--- config.mk ---
export PLATFORM = sky130hd
export DESIGN_NAME = imem_loader
export DESIGN_NICKNAME = d
export VERILOG_FILES = /design/src/rtl/imem_loader_pkg.sv /design/src/rtl/imem_loader_assembler.sv /design/src/rtl/imem_loader.sv
export SDC_FILE = /design/constraint.sdc
export NUM_CORES = 1
export LEC_CHECK = 0
export ABC_CLOCK_PERIOD_IN_PS = 2200
export CAP_MARGIN = 20
export CORE_MARGIN = 1.5
export CORE_UTILIZATION = 46
export DETAILED_ROUTE_END_ITERATION = 7
export GPL_TIMING_DRIVEN = 0
export PLACE_DENSITY = 0.75
export SETUP_SLACK_MARGIN = 0.2
export SYNTH_ARGS = -nofsm -noshare
export SYNTH_HDL_FRONTEND = slang
export SYNTH_HIERARCHICAL = 1
export SYNTH_SLANG_ARGS = --single-unit
--- constraint.sdc ---
create_clock -name clk -period 2.2 [get_ports clk]
set_input_delay 0.33 -clock clk [delete_from_list [all_inputs] [get_ports clk]]
set_output_delay 0.33 -clock clk [all_outputs]
set_load 0.05 [all_outputs]
--- src/rtl/imem_loader_pkg.sv ---
// Package: imem_loader_pkg
// Purpose: shared definitions for the instruction-memory loader slice.
//   - state_t: loader FSM encoding (IDLE=0, COLLECT=1, WRITE=2, DONE=3)
//   - DEF_WIDTH / DEF_WORD_LENGTH: default word width and memory depth
//   - bytes_per_word(): bytes packed into one instruction word (BPW)
//   - addr_width(): memory address width (AW) for a given depth
package imem_loader_pkg;

  typedef enum logic [1:0] {
    IDLE    = 2'd0,
    COLLECT = 2'd1,
    WRITE   = 2'd2,
    DONE    = 2'd3
  } state_t;

  localparam int DEF_WIDTH       = 32;
  localparam int DEF_WORD_LENGTH = 32;

  function automatic int bytes_per_word(input int w);
    return w / 8;
  endfunction

  // A one-word memory still needs a one-bit address port, so the
  // width is never allowed to collapse to zero.
  function automatic int addr_width(input int depth);
    return (depth > 1) ? $clog2(depth) : 1;
  endfunction

endpackage

--- src/rtl/imem_loader_assembler.sv ---
// Module: word_assembler
// Purpose: packs a stream of bytes big-endian into one width-bit word.
//   The first byte of a word ends up in the most significant byte.
// Ports:
//   clk        in   1      system clock
//   rst        in   1      synchronous active-high reset
//   shift_en   in   1      a byte is being transferred this cycle
//   clear      in   1      discard any partial word
//   byte_data  in   8      byte to shift in
//   word       out  width  assembled word (complete during the cycle after full)
//   full       out  1      the byte transferred this cycle completes the word
module word_assembler
  import imem_loader_pkg::*;
#(
  parameter int width = DEF_WIDTH
) (
  input  logic             clk,
  input  logic             rst,
  input  logic             shift_en,
  input  logic             clear,
  input  logic [7:0]       byte_data,
  output logic [width-1:0] word,
  output logic             full
);

  localparam int BPW = bytes_per_word(width);
  localparam int CW  = (BPW > 1) ? $clog2(BPW) : 1;
  localparam logic [CW-1:0] LAST = CW'(BPW - 1);

  logic [CW-1:0] count;

  // The word is complete on the same cycle its last byte is transferred, so
  // the loader can move to its write state on that edge without a bubble.
  assign full = shift_en && (count == LAST);

  // Shift register and byte counter. Truncating {word, byte} to width bits
  // drops the oldest byte off the top, which keeps the first byte of a word
  // in the MSBs once all BPW bytes have arrived. The counter wraps back to
  // zero on the completing byte so the next word starts cleanly.
  always_ff @(posedge clk) begin
    if (rst || clear) begin
      count <= '0;
      word  <= '0;
    end else if (shift_en) begin
      word  <= width'({word, byte_data});
      count <= full ? '0 : count + 1'b1;
    end
  end

endmodule

--- src/rtl/imem_loader.sv ---
// Module: imem_loader
// Purpose: writer side of the instruction-memory interface. Streams bytes from a
//   host valid/ready link, packs them big-endian into width-bit words and writes
//   them to consecutive memory addresses starting at 0. Keeps the processor in
//   reset (cpu_rst=1) until a complete image has been written.
// Ports:
//   clk         in   1      system clock
//   rst         in   1      synchronous active-high reset
//   start       in   1      begin a load (honoured in IDLE and DONE only)
//   load_len    in   AW+1   words to load, sampled with start, clamped to depth
//   byte_valid  in   1      host byte available
//   byte_data   in   8      host byte
//   byte_ready  out  1      loader accepts a byte this cycle
//   wr_en       out  1      memory write strobe, one cycle per word
//   wr_addr     out  AW     memory write address
//   wr_data     out  width  memory write word
//   cpu_rst     out  1      processor reset hold
//   busy        out  1      load in progress
//   done        out  1      last load completed (sticky)
//   words_done  out  AW+1   words written in the current/last load
module imem_loader
  import imem_loader_pkg::*;
#(
  parameter  int width      = DEF_WIDTH,
  parameter  int wordLength = DEF_WORD_LENGTH,
  localparam int AW         = addr_width(wordLength)
) (
  input  logic             clk,
  input  logic             rst,
  input  logic             start,
  input  logic [AW:0]      load_len,
  input  logic             byte_valid,
  input  logic [7:0]       byte_data,
  output logic             byte_ready,
  output logic             wr_en,
  output logic [AW-1:0]    wr_addr,
  output logic [width-1:0] wr_data,
  output logic             cpu_rst,
  output logic             busy,
  output logic             done,
  output logic [AW:0]      words_done
);

  localparam logic [AW:0] DEPTH = (AW + 1)'(wordLength);

  state_t             state;
  state_t             next_state;
  logic [AW:0]        len_q;
  logic [AW:0]        clamped_len;
  logic [AW:0]        words_next;
  logic [AW-1:0]      addr_hold;
  logic [width-1:0]   data_hold;
  logic [width-1:0]   asm_word;
  logic               asm_full;
  logic               asm_clear;
  logic               load_start;
  logic               shift_en;

  // A request longer than the memory is trimmed to the memory depth, which is
  // what guarantees the write address can never run past the last word.
  assign clamped_len = (load_len > DEPTH) ? DEPTH : load_len;
  assign words_next  = words_done + (AW + 1)'(1);
  assign shift_en    = (state == COLLECT) && byte_valid;

  word_assembler #(
    .width(width)
  ) u_assembler (
    .clk      (clk),
    .rst      (rst),
    .shift_en (shift_en),
    .clear    (asm_clear),
    .byte_data(byte_data),
    .word     (asm_word),
    .full     (asm_full)
  );

  // Next-state logic. A new load can only begin from IDLE or DONE; start is
  // deliberately ignored while bytes are being collected or written so a stray
  // pulse cannot corrupt an image in progress. A zero-length load goes straight
  // to DONE, which releases the processor without touching memory.
  always_comb begin
    next_state = state;
    asm_clear  = 1'b0;
    load_start = 1'b0;
    case (state)
      IDLE, DONE: begin
        if (start) begin
          load_start = 1'b1;
          asm_clear  = 1'b1;
          next_state = (clamped_len == '0) ? DONE : COLLECT;
        end
      end
      COLLECT: begin
        if (asm_full) next_state = WRITE;
      end
      WRITE: begin
        next_state = (words_next == len_q) ? DONE : COLLECT;
      end
      default: next_state = IDLE;
    endcase
  end

  // State register plus the length/progress counters. The address and data
  // of each write are also copied into hold registers during WRITE so the
  // memory port keeps showing the last word written once the strobe drops.
  always_ff @(posedge clk) begin
    if (rst) begin
      state      <= IDLE;
      len_q      <= '0;
      words_done <= '0;
      addr_hold  <= '0;
      data_hold  <= '0;
    end else begin
      state <= next_state;
      if (load_start) begin
        len_q      <= clamped_len;
        words_done <= '0;
      end
      if (state == WRITE) begin
        words_done <= words_next;
        addr_hold  <= words_done[AW-1:0];
        data_hold  <= asm_word;
      end
    end
  end

  // Moore outputs decoded from the registered state. The processor is held in
  // reset everywhere except DONE so it never fetches from a partial image.
  always_comb begin
    byte_ready = (state == COLLECT);
    wr_en      = (state == WRITE);
    busy       = (state == COLLECT) || (state == WRITE);
    done       = (state == DONE);
    cpu_rst    = (state != DONE);
    wr_addr    = (state == WRITE) ? words_done[AW-1:0] : addr_hold;
    wr_data    = (state == WRITE) ? asm_word : data_hold;
  end

endmodule

==> flow_summary_export.csv, run 1 <==
group,metric,value,unit
run_status,status,"finished clean",
synthesis,synth_cells,332,
sta,slew_headroom,65.6,%
run,drv_cap,0,
worst_setup_path,required,1870,ps
power,power_switching,0.730,mW
power,vdd_drop_max,0.314,mV
cts,clk_pin_slew,80,ps
floorplanning,io_pins,66,
sta,final_hold_viol_count,0,
power,cellPowerDensity,599,nW/µm²
sta,setup_ws,79.2,ps
sta,tightest_slew,515,ps
synthesis,yosys.area.top_type,"dfxtp_1",
worst_setup_path,crit_path_max_fanout,6,
synthesis,synth_ff_type,"dfxtp_1",
sta,min_period_over_period,96.4,%
synthesis,ys_seq_area_share,49.1,%
final_layout,final_nets,442,
drt,vias,2613,
synthesis,synth.distinct_cells,30,
global_routing,overflow,0,
hold_path,hold_start,"u_assembler/count[0]",
worst_setup_path,r2r-end,"state[1]",
floorplanning,rows,31,
drt,drcViolationCount,0,
synthesis,syn_area,3470,µm²
floorplanning,die_h,89.8,µm
synthesis,postSynth.asyncResetShare,0,%
final_layout,area.growth.synth_to_final,39.6,%
drt,routed_wl,7830,µm
cts,clock_latency,340,ps
sta,fin_tns_setup,0,ps
sta,setup-violations-final,0,
placement,dp_slack,-302,ps
power,p_leak,1.99,nW
floorplanning,dieArea,8070,µm²
sta,fmax,0.472,GHz
power,p_comb_share,10.9,%
global_routing,grt_max_degree,15,
final_layout,fin_area,4840,µm²
worst_setup_path,critical_path_class,"reg -> out",
synthesis,synth_warnings,6,
worst_setup_path,cp-start-kind,"register",
drt,first_pass_iters,4,
synthesis,synth_edf_count,0,
power,pwr-share-seq,54.1,%
global_routing,track_usage,20.2,%
worst_setup_path,r2r_start,"state[0]",
drt,viasPerCell,5.01,
sta,finalClockSkew,7.84,ps
floorplanning,die_w,89.8,µm
placement,dp_hpwl,5240,µm
worst_setup_path,r2r_slack,220,ps
worst_setup_path,ff2ff_path_depth,6,
placement,finalWeightedCongestion,0.841,
floorplanning,core_area,7290,µm²
worst_setup_path,worstSetupEndpointType,"output port",
placement,placed_area,4270,µm²
power,p_sw_share,25.2,%
sta,hold_ws,493,ps
synthesis,synth_nets,356,
synthesis,synth_top_cells_by_count,"dfxtp_1 (85), nor2_1 (44), nor2b_1 (40)",
drt,ant_nets,0,
synthesis,synth_top_area_share,49.1,%
hold_path,holdPathEnd,"u_assembler/count[0]",
cts,cts_buffer_depth,2,
sta,fin_crit,2120,ps
floorplanning,start_util,47.6,%
synthesis,synth.avg_cell_area,10.4,µm²
cts,cts_max_level,3,
cts,clock-root-buffer,"clkbuf_8",
synthesis,ys_seq_elements,85,
cts,cts_sinks,85,
cts,tritoncts,"built",
global_routing,grt_pass1_vias,2686,
placement,port-buffer-count,65,
synthesis,synth_area_leaders,"dfxtp_1 (49%), mux2_2 (12%), mux2i_1 (9.8%), nor2b_1 (7.2%), nor2_1 (4.8%)",
power,intPower,2.17,mW
global_routing,grt_pass1_wl,13000,µm
sta,rsz0062_at_grt,"true",
cts,cts-buffers-inserted,9,
final_layout,antenna_cells,0,
hold_path,whs_path_depth,2,
drt,wl_per_cell,15.0,µm
hold_path,worstHoldPathType,"reg -> reg",
final_layout,drive_gt1_share,29.6,%
drt,drt_iter0_drc,121,
sta,final_max_slew_viol_count,0,
power,clkPwrFrac,35.0,%
global_routing,antenna_found_initial,0,
cts,cts_hold_buf,0,
worst_setup_path,crit_arrival,1790,ps
synthesis,yosysMostFrequentCell,"dfxtp_1",
-- repair_timing --
item	4_1_cts	5_1_grt
gates resized for setup	310	18
cloned	2	0
pin swaps	2	2
endpoints found under the setup margin	73	50
setup buffers	7	1
-- cell usage in the layout (no fill, tap or decap), types with 3 or more instances in the layout --
master | netlist | layout
dfxtp_1 | 85 | 83
nor2_1 | 44 | 44
nor2b_1 | 40 | 39
mux2i_1 | 34 | 34
buf_6 | 0 | 26
mux2_2 | 37 | 21
clkdlybuf4s50_1 | 0 | 18
mux2_4 | 0 | 16
buf_8 | 0 | 15
a21oi_1 | 12 | 12
clkbuf_8 | 0 | 11
xnor2_1 | 10 | 10
buf_4 | 4 | 9
nor3b_1 | 7 | 7
nand2_1 | 6 | 6
clkbuf_1 | 8 | 6
buf_2 | 8 | 5
nand3_1 | 5 | 5
dlygate4sd2_1 | 0 | 5
dlymetal6s2s_1 | 0 | 5
ha_1 | 6 | 4
inv_1 | 5 | 3
buf_12 | 0 | 3
-- flip-flops by register name, indices dropped and copies added, names as in the netlist --
| name | count |
|---|---|
| words_done | 6 |
| data_hold | 32 |
| len_q | 6 |
| u_assembler/count | 2 |
| state | 2 |
| u_assembler/word | 32 |
| addr_hold | 5 |
-- final cells by class --
class | instances | area, µm²
Sequential cell | 85 | 1710
Clock inverter | 5 | 35.0
Inverter | 5 | 21.3
Tap cell | 99 | 124
Multi-Input combinational cell | 222 | 1740
Timing Repair Buffer | 75 | 876
Buffer | 20 | 184
Fill cell | 569 | 2450
Clock buffer | 11 | 151
-- worst max-delay path, cell delays in order, from the launching register on --
cell and delay (ps):
dfxtp_4 370, inv_4 40, ha_4 160, clkbuf_16 170, buf_12 130, buf_16 120
mux2_4 310, buf_8 150
-- worst max-delay path by stage --
stage,from,depth (start not counted),to
after floorplan,state[1],10,state[1]
after global placement,state[1],5,wr_data[31]
after detailed placement,state[0],6,wr_data[22]
after CTS,state[0],7,wr_data[3]
after global routing,state[0],7,wr_data[3]
final,state[0],7,wr_data[3]
-- stage by stage --
stage          utilization (%)  total power [mW]  std cells
2_1_floorplan                -              1.80        332
3_3_place_gp              58.6              1.88        496
3_5_place_dp              58.6              1.89        496
4_1_cts                   65.5              2.91        521
5_1_grt                   66.4              3.02        522
6_report                  66.4              2.90        522
-- per-layer routing --
layer,vias to the layer above,track usage (%),part of all wire (%)
li1,1290,-,-
met1,1228,25.0,44
met2,80,33.5,48
met3,15,3.98,5.5
met4,0,10.4,2.5
met5,-,0,0
-- power groups by stage --
| stage | combinational [mW] | clock [mW] | sequential, mW |
|---|---|---|---|
| after floorplan | 0.199 | 0 | 1.60 |
| after global placement | 0.278 | 0 | 1.61 |
| after detailed placement | 0.284 | 0 | 1.61 |
| after CTS | 0.307 | 1.03 | 1.57 |
| after global routing | 0.342 | 1.11 | 1.57 |
| final | 0.317 | 1.01 | 1.57 |
-- kinds of logic after synthesis --
kind of cell / share of synthesized area (%)
xor gates and xnor gates: 2.53
AOI/OAI and AO/OA: 3.61
and+or+nand+nor: 17.4
adders and majority gates: 2.16
muxes: 21.8
buffers and inverters: 3.43
DFF: 49.1
(Power assumes the default switching activity.)
==> inputs of run 2 (changes only) <==
--- a/config.mk
+++ b/config.mk
@@ -8,10 +8,12 @@
 export ABC_CLOCK_PERIOD_IN_PS = 2200
 export CAP_MARGIN = 20
 export CORE_MARGIN = 1.5
-export CORE_UTILIZATION = 46
+export CORE_UTILIZATION = 48
+export CTS_BUF_LIST = sky130_fd_sc_hd__clkbuf_2 sky130_fd_sc_hd__clkbuf_4 sky130_fd_sc_hd__clkbuf_8
+export CTS_CLUSTER_DIAMETER = 80
 export DETAILED_ROUTE_END_ITERATION = 7
 export GPL_TIMING_DRIVEN = 0
-export PLACE_DENSITY = 0.75
+export PLACE_DENSITY = 0.78
 export SETUP_SLACK_MARGIN = 0.2
 export SYNTH_ARGS = -nofsm -noshare
 export SYNTH_HDL_FRONTEND = slang
==> run 2 against run 1 <==
  * Sequential share of layout area fell by 1.5 points
  * Hold slack got worse by 14 ps
  * Maximum frequency rose by 1.7%
  * Count of clock-buffer cells in the layout rose by 1
  * Cell area rose by 4.3%
  * Cell count is 0.19% lower
  * Wire length rose by 12%
  * Total power rose by 11%
  * Critical endpoint is now wr_data[23]
  * Sequential power barely moved
  * Register-to-register slack got worse by 80 ps
  * Critical path type unchanged
  * First-iteration DRC count rose by 21%
==> flow_summary_export.csv, run 2 (same netlist as run 1, synthesis figures left out) <==
group,metric,value,unit
run_status,status,"finished clean",
placement,dp.cells,493,
floorplanning,io_pins,66,
power,cellPowerDensity,639,nW/µm²
global_routing,overflow,0,
final_layout,area.growth.synth_to_final,45.6,%
final_layout,drive_gt1_share,29.9,%
sta,final_max_slew_viol_count,0,
floorplanning,core_area,6910,µm²
sta,final_hold_viol_count,0,
placement,finalWeightedCongestion,0.839,
final_layout,reg_top3,"data_hold (32), u_assembler/word (32)",
worst_setup_path,crit_path_max_fanout,5,
global_routing,track_usage,23.1,%
worst_setup_path,critical_path_class,"reg -> out",
worst_setup_path,r2r_slack,140,ps
cts,tritoncts,"built",
sta,slew_headroom,61.8,%
sta,rsz0062_at_grt,"true",
floorplanning,dieArea,7740,µm²
floorplanning,rows,30,
cts,cts_buffer_depth,2,
hold_path,worstHoldPathType,"reg -> reg",
sta,setup-violations-final,0,
cts,cts-buffers-inserted,9,
global_routing,grt_pass1_vias,2680,
drt,vias,2664,
floorplanning,die_w,88.0,µm
cts,cts_max_level,3,
run,drv_cap,0,
final_layout,mostFrequentLayoutCells,"dfxtp_1 (83), nor2_1 (44), nor2b_1 (40), mux2i_1 (34), mux2_4 (32)",
worst_setup_path,cp-start-kind,"register",
cts,clock_latency,350,ps
sta,finalClockSkew,7.06,ps
final_layout,finish.utilization,73.1,%
cts,cts_hold_buf,0,
worst_setup_path,crit_start,"state[0]",
final_layout,fin_area,5050,µm²
hold_path,whs_path_depth,2,
drt,wl_per_cell,16.9,µm
worst_setup_path,r2r-end,"state[1]",
floorplanning,start_util,50.2,%
placement,dp_hpwl,5260,µm
worst_setup_path,worstSetupEndpointType,"output port",
placement,port-buffer-count,65,
drt,routed_wl,8780,µm
worst_setup_path,required,1870,ps
sta,tightest_slew,573,ps
cts,clock-root-buffer,"clkbuf_8",
final_layout,final_common_cell,"dfxtp_1",
cts,cts_sinks,85,
power,p_leak,2.02,nW
drt,drt_iter0_drc,147,
hold_path,holdPathEnd,"len_q[5]",
placement,placed_area,4270,µm²
sta,min_period_over_period,94.8,%
sta,setup_ws,114,ps
drt,ant_nets,0,
worst_setup_path,crit_arrival,1760,ps
hold_path,hold_start,"len_q[5]",
drt,drcViolationCount,0,
cts,clk_pin_slew,80,ps
worst_setup_path,ff2ff_path_depth,10,
power,vdd_drop_max,0.332,mV
final_layout,antenna_cells,0,
global_routing,antenna_found_initial,0,
sta,fin_crit,2090,ps
placement,dp_slack,-284,ps
sta,fmax,0.479,GHz
final_layout,final_nets,444,
drt,viasPerCell,5.11,
global_routing,grt_max_degree,14,
worst_setup_path,r2r_start,"state[0]",
drt,first_pass_iters,4,
global_routing,grt_pass1_wl,13300,µm
floorplanning,die_h,88.0,µm
final_layout,instances_no_fill,521,
## run 2: cell types whose count changed in the layout (fill, tap and decap cells not counted), sizes merged, moves of 2 or more
cell          previous run  this run
dlygate4sd2              5         7
dlymetal6s2s             5         2
clkbuf                  18        23
clkinv                   4         1
buf                     60        58
bufinv                   0         3
## run 2: cell type report
cell class / count / area [µm²]
multi-input cells: 222 / 1800
repair buffers: 77 / 957
plain buffers: 20 / 196
flip-flops and latches: 85 / 1710
well taps: 96 / 120
clock buffers: 12 / 153
inverters: 5 / 18.8
fillers: 485 / 1860
clock inverters: 4 / 95.1
## run 2: power breakdown
group	internal [mW]	leakage [nW]	switching, mW
Combinational	0.144	1.21	0.179
Clock	0.809	0.127	0.526
Sequential	1.56	0.687	0.0161
Total	2.51	2.02	0.721
## run 2: how the worst max path moves through the flow
stage,end,depth (start not counted)
after floorplan,state[1],10
after CTS,wr_data[22],6
final,wr_data[23],6
after detailed placement,wr_data[23],6
after global routing,state[1],10
after global placement,wr_data[22],6
## run 2: worst max-delay path: stages (launching register included)
cell	delay [ps]
dfxtp_4	370
inv_2	50
ha_4	170
clkbuf_16	170
clkbuf_16	170
mux2_4	320
buf_6	160
## run 2: metrics by stage
stage	hold slack (ps)	setup TNS, ps	total power, mW
after floorplan	449	0	1.80
after global placement	463	-9110	1.89
after detailed placement	473	-9520	1.89
after CTS	485	0	3.24
after global routing	510	0	3.35
final	478	0	3.23
## run 2: routing by layer
layer | vias up | global-route usage [%] | share of wire, %
met5 | - | 0 | 0
met4 | 0 | 11.0 | 2.4
met3 | 15 | 3.77 | 3.8
met2 | 74 | 38.5 | 49
met1 | 1282 | 29.0 | 45
li1 | 1293 | - | -
## run 2: repair_timing
action                     4_1_cts  5_1_grt
gates resized for setup        317       40
pin swaps                        1        1
setup endpoints to repair       75       51
gates cloned                     1        4
buffers inserted                 6        1
==> inputs of run 3 (changes only) <==
--- a/config.mk
+++ b/config.mk
@@ -7,13 +7,15 @@
 export LEC_CHECK = 0
 export ABC_CLOCK_PERIOD_IN_PS = 2200
 export CAP_MARGIN = 20
+export CELL_PAD_IN_SITES_DETAIL_PLACEMENT = 1
+export CELL_PAD_IN_SITES_GLOBAL_PLACEMENT = 1
 export CORE_MARGIN = 1.5
-export CORE_UTILIZATION = 48
+export CORE_UTILIZATION = 37
 export CTS_BUF_LIST = sky130_fd_sc_hd__clkbuf_2 sky130_fd_sc_hd__clkbuf_4 sky130_fd_sc_hd__clkbuf_8
 export CTS_CLUSTER_DIAMETER = 80
 export DETAILED_ROUTE_END_ITERATION = 7
 export GPL_TIMING_DRIVEN = 0
-export PLACE_DENSITY = 0.78
+export PLACE_DENSITY_LB_ADDON = 0.1
 export SETUP_SLACK_MARGIN = 0.2
 export SYNTH_ARGS = -nofsm -noshare
 export SYNTH_HDL_FRONTEND = slang
==> run 3 against run 2 <==
  * Non-clock buffer count decreased by 1
  * Clock skew increased by 4.1 ps
  * Total power down 8.6%
  * Worst setup slack gained 22 ps
  * Register-to-register slack improved by 130 ps
  * Sequential share of layout area grew 0.46 points
  * First-iteration DRC count shrank 68%
  * Die area up 29%
  * Global-route usage shrank 4.6 points
  * Critical path type unchanged
  * Cell area down 1.2%
  * Cell count grew 2.7%
==> flow_summary_export.csv, run 3 (same netlist as run 1, synthesis figures left out) <==
group,metric,value,unit
sta,finalClockSkew,11.2,ps
sta,setup_ws,136,ps
sta,rsz0062_at_grt,"true",
global_routing,antenna_found_initial,0,
worst_setup_path,cp_slowest_cell,"dfxtp_4",
cts,cts_sinks,85,
sta,fmax,0.485,GHz
final_layout,antenna_cells,0,
power,intPower,2.15,mW
power,clkPwrFrac,35.8,%
drt,wl_per_cell,16.6,µm
final_layout,area.growth.synth_to_final,43.9,%
drt,ant_nets,0,
worst_setup_path,cp-start-kind,"register",
final_layout,reg_top3,"data_hold (32), u_assembler/word (32)",
global_routing,grt_pass1_wl,14100,µm
worst_setup_path,slowest_delay,360,ps
sta,slew_headroom,63.4,%
sta,hold_ws,492,ps
cts,cts_buffer_depth,2,
power,vdd_drop_max,0.249,mV
sta,fin_crit,2060,ps
global_routing,grt_max_degree,16,
floorplanning,start_util,37.9,%
hold_path,worstHoldPathType,"reg -> reg",
power,p_comb_share,11.0,%
power,cellPowerDensity,591,nW/µm²
cts,cts_hold_buf,0,
sta,tightest_slew,550,ps
run,drv_cap,0,
worst_setup_path,worstSetupEndpointType,"output port",
sta,setup-violations-final,0,
worst_setup_path,crit_path_max_fanout,5,
cts,tritoncts,"built",
floorplanning,io_pins,66,
cts,cts_max_level,3,
placement,dp_hpwl,5760,µm
sta,final_hold_viol_count,0,
floorplanning,die_h,99.8,µm
final_layout,drive_gt1_share,29.7,%
placement,finalWeightedCongestion,0.807,
run_status,status,"finished clean",
floorplanning,die_w,99.8,µm
cts,clock_latency,360,ps
sta,final_max_slew_viol_count,0,
worst_setup_path,crit_arrival,1730,ps
drt,vias,2658,
final_layout,mostFrequentLayoutCells,"dfxtp_1 (83), nor2_1 (44), nor2b_1 (40), mux2i_1 (34), mux2_4 (32)",
worst_setup_path,crit_top_cell,"clkbuf_16",
placement,port-buffer-count,65,
drt,viasPerCell,4.97,
drt,drt_iter0_drc,47,
worst_setup_path,cp_top_family,"buffers and inverters",
power,p_total,2.95,mW
global_routing,track_usage,18.5,%
final_layout,final_common_cell,"dfxtp_1",
global_routing,overflow,0,
placement,dp_slack,-420,ps
cts,cts-buffers-inserted,9,
drt,drcViolationCount,0,
drt,routed_wl,8890,µm
power,p_leak,1.95,nW
cts,clk_pin_slew,80,ps
drt,first_pass_iters,4,
cts,clock-root-buffer,"clkbuf_8",
global_routing,grt_pass1_vias,2653,
worst_setup_path,path_buf_inv,4,
power,power_switching,0.803,mW
floorplanning,core_area,9150,µm²
sta,min_period_over_period,93.8,%
final_layout,finish.utilization,54.5,%
worst_setup_path,critical_path_class,"reg -> out",
worst_setup_path,worstPathCellList,"inv_2 -> ha_4 -> clkbuf_16 -> clkbuf_16 -> mux2_4 -> buf_8",
floorplanning,rows,35,
floorplanning,dieArea,9960,µm²
worst_setup_path,required,1870,ps
final_layout,final_nets,443,
power,pwr-share-seq,53.2,%
power,p_sw_share,27.2,%
-- run 3: changes by cell type in the layout (fill, tap and decap cells not counted), moves of 2 or more --
cell / previous run / this run
bufinv_16: 3 / 0
clkbuf_4: 3 / 0
clkinvlp_4: 0 / 2
dlymetal6s2s_1: 2 / 0
inv_6: 0 / 2
-- run 3: worst register-to-register path, stage by stage (launching register included) --
cell     delay (ps)
dfxtp_4         360
buf_4           130
ha_4            140
and2_4          130
buf_6           100
buf_12           90
and2_4          120
nor2b_1          60
or4_1           470
a31oi_1         150
a41o_2          120
-- run 3: timing repair --
action	in CTS	in global routing
buffers inserted	4	2
endpoints found under the setup margin	77	68
gates resized for setup	321	37
gates cloned	1	4
pin swaps	1	4
-- run 3: worst paths after layout --
path | startpoint | to | slack (ps) | depth (start not counted)
max | state[0] | wr_data[12] | 140 | 6
min | len_q[5] | len_q[5] | 490 | 2
max reg2reg | state[0] | state[1] | 270 | 10
min reg2reg | len_q[5] | len_q[5] | 490 | 2
-- run 3: layout make-up --
cell class | instances | area (µm²)
Clock buffer | 10 | 138
Sequential cell | 85 | 1710
Buffer | 20 | 194
Inverter | 5 | 18.8
Multi-Input combinational cell | 222 | 1800
Tap cell | 111 | 139
Clock inverter | 6 | 46.3
Timing Repair Buffer | 76 | 948
Fill cell | 958 | 4160
-- run 3: routing by layer --
| layer | vias up | GRT usage [%] | wire (µm) | part of all wire (%) |
|---|---|---|---|---|
| li1 | 1285 | - | - | - |
| met1 | 1302 | 24.5 | 4160 | 47 |
| met2 | 60 | 29.6 | 4230 | 48 |
| met3 | 11 | 3.55 | 355 | 4.0 |
| met4 | 0 | 7.48 | 138 | 1.6 |
| met5 | - | 0 | 0 | 0 |
-- run 3: power by group through the flow --
stage | Clock [mW] | Sequential [mW] | Combinational [mW]
final | 1.06 | 1.57 | 0.325
after global routing | 1.15 | 1.57 | 0.352
after CTS | 1.08 | 1.57 | 0.313
after detailed placement | 0 | 1.61 | 0.293
after global placement | 0 | 1.61 | 0.288
after floorplan | 0 | 1.60 | 0.199
-- run 3: metrics by stage --
stage / TNS, ps / instances / cell area [µm²]
5_1_grt: 0 / 535 / 4990
3_3_place_gp: -14350 / 508 / 4290
2_1_floorplan: 0 / 332 / 3500
3_5_place_dp: -14920 / 508 / 4290
4_1_cts: 0 / 529 / 4750
6_report: 0 / 535 / 4990
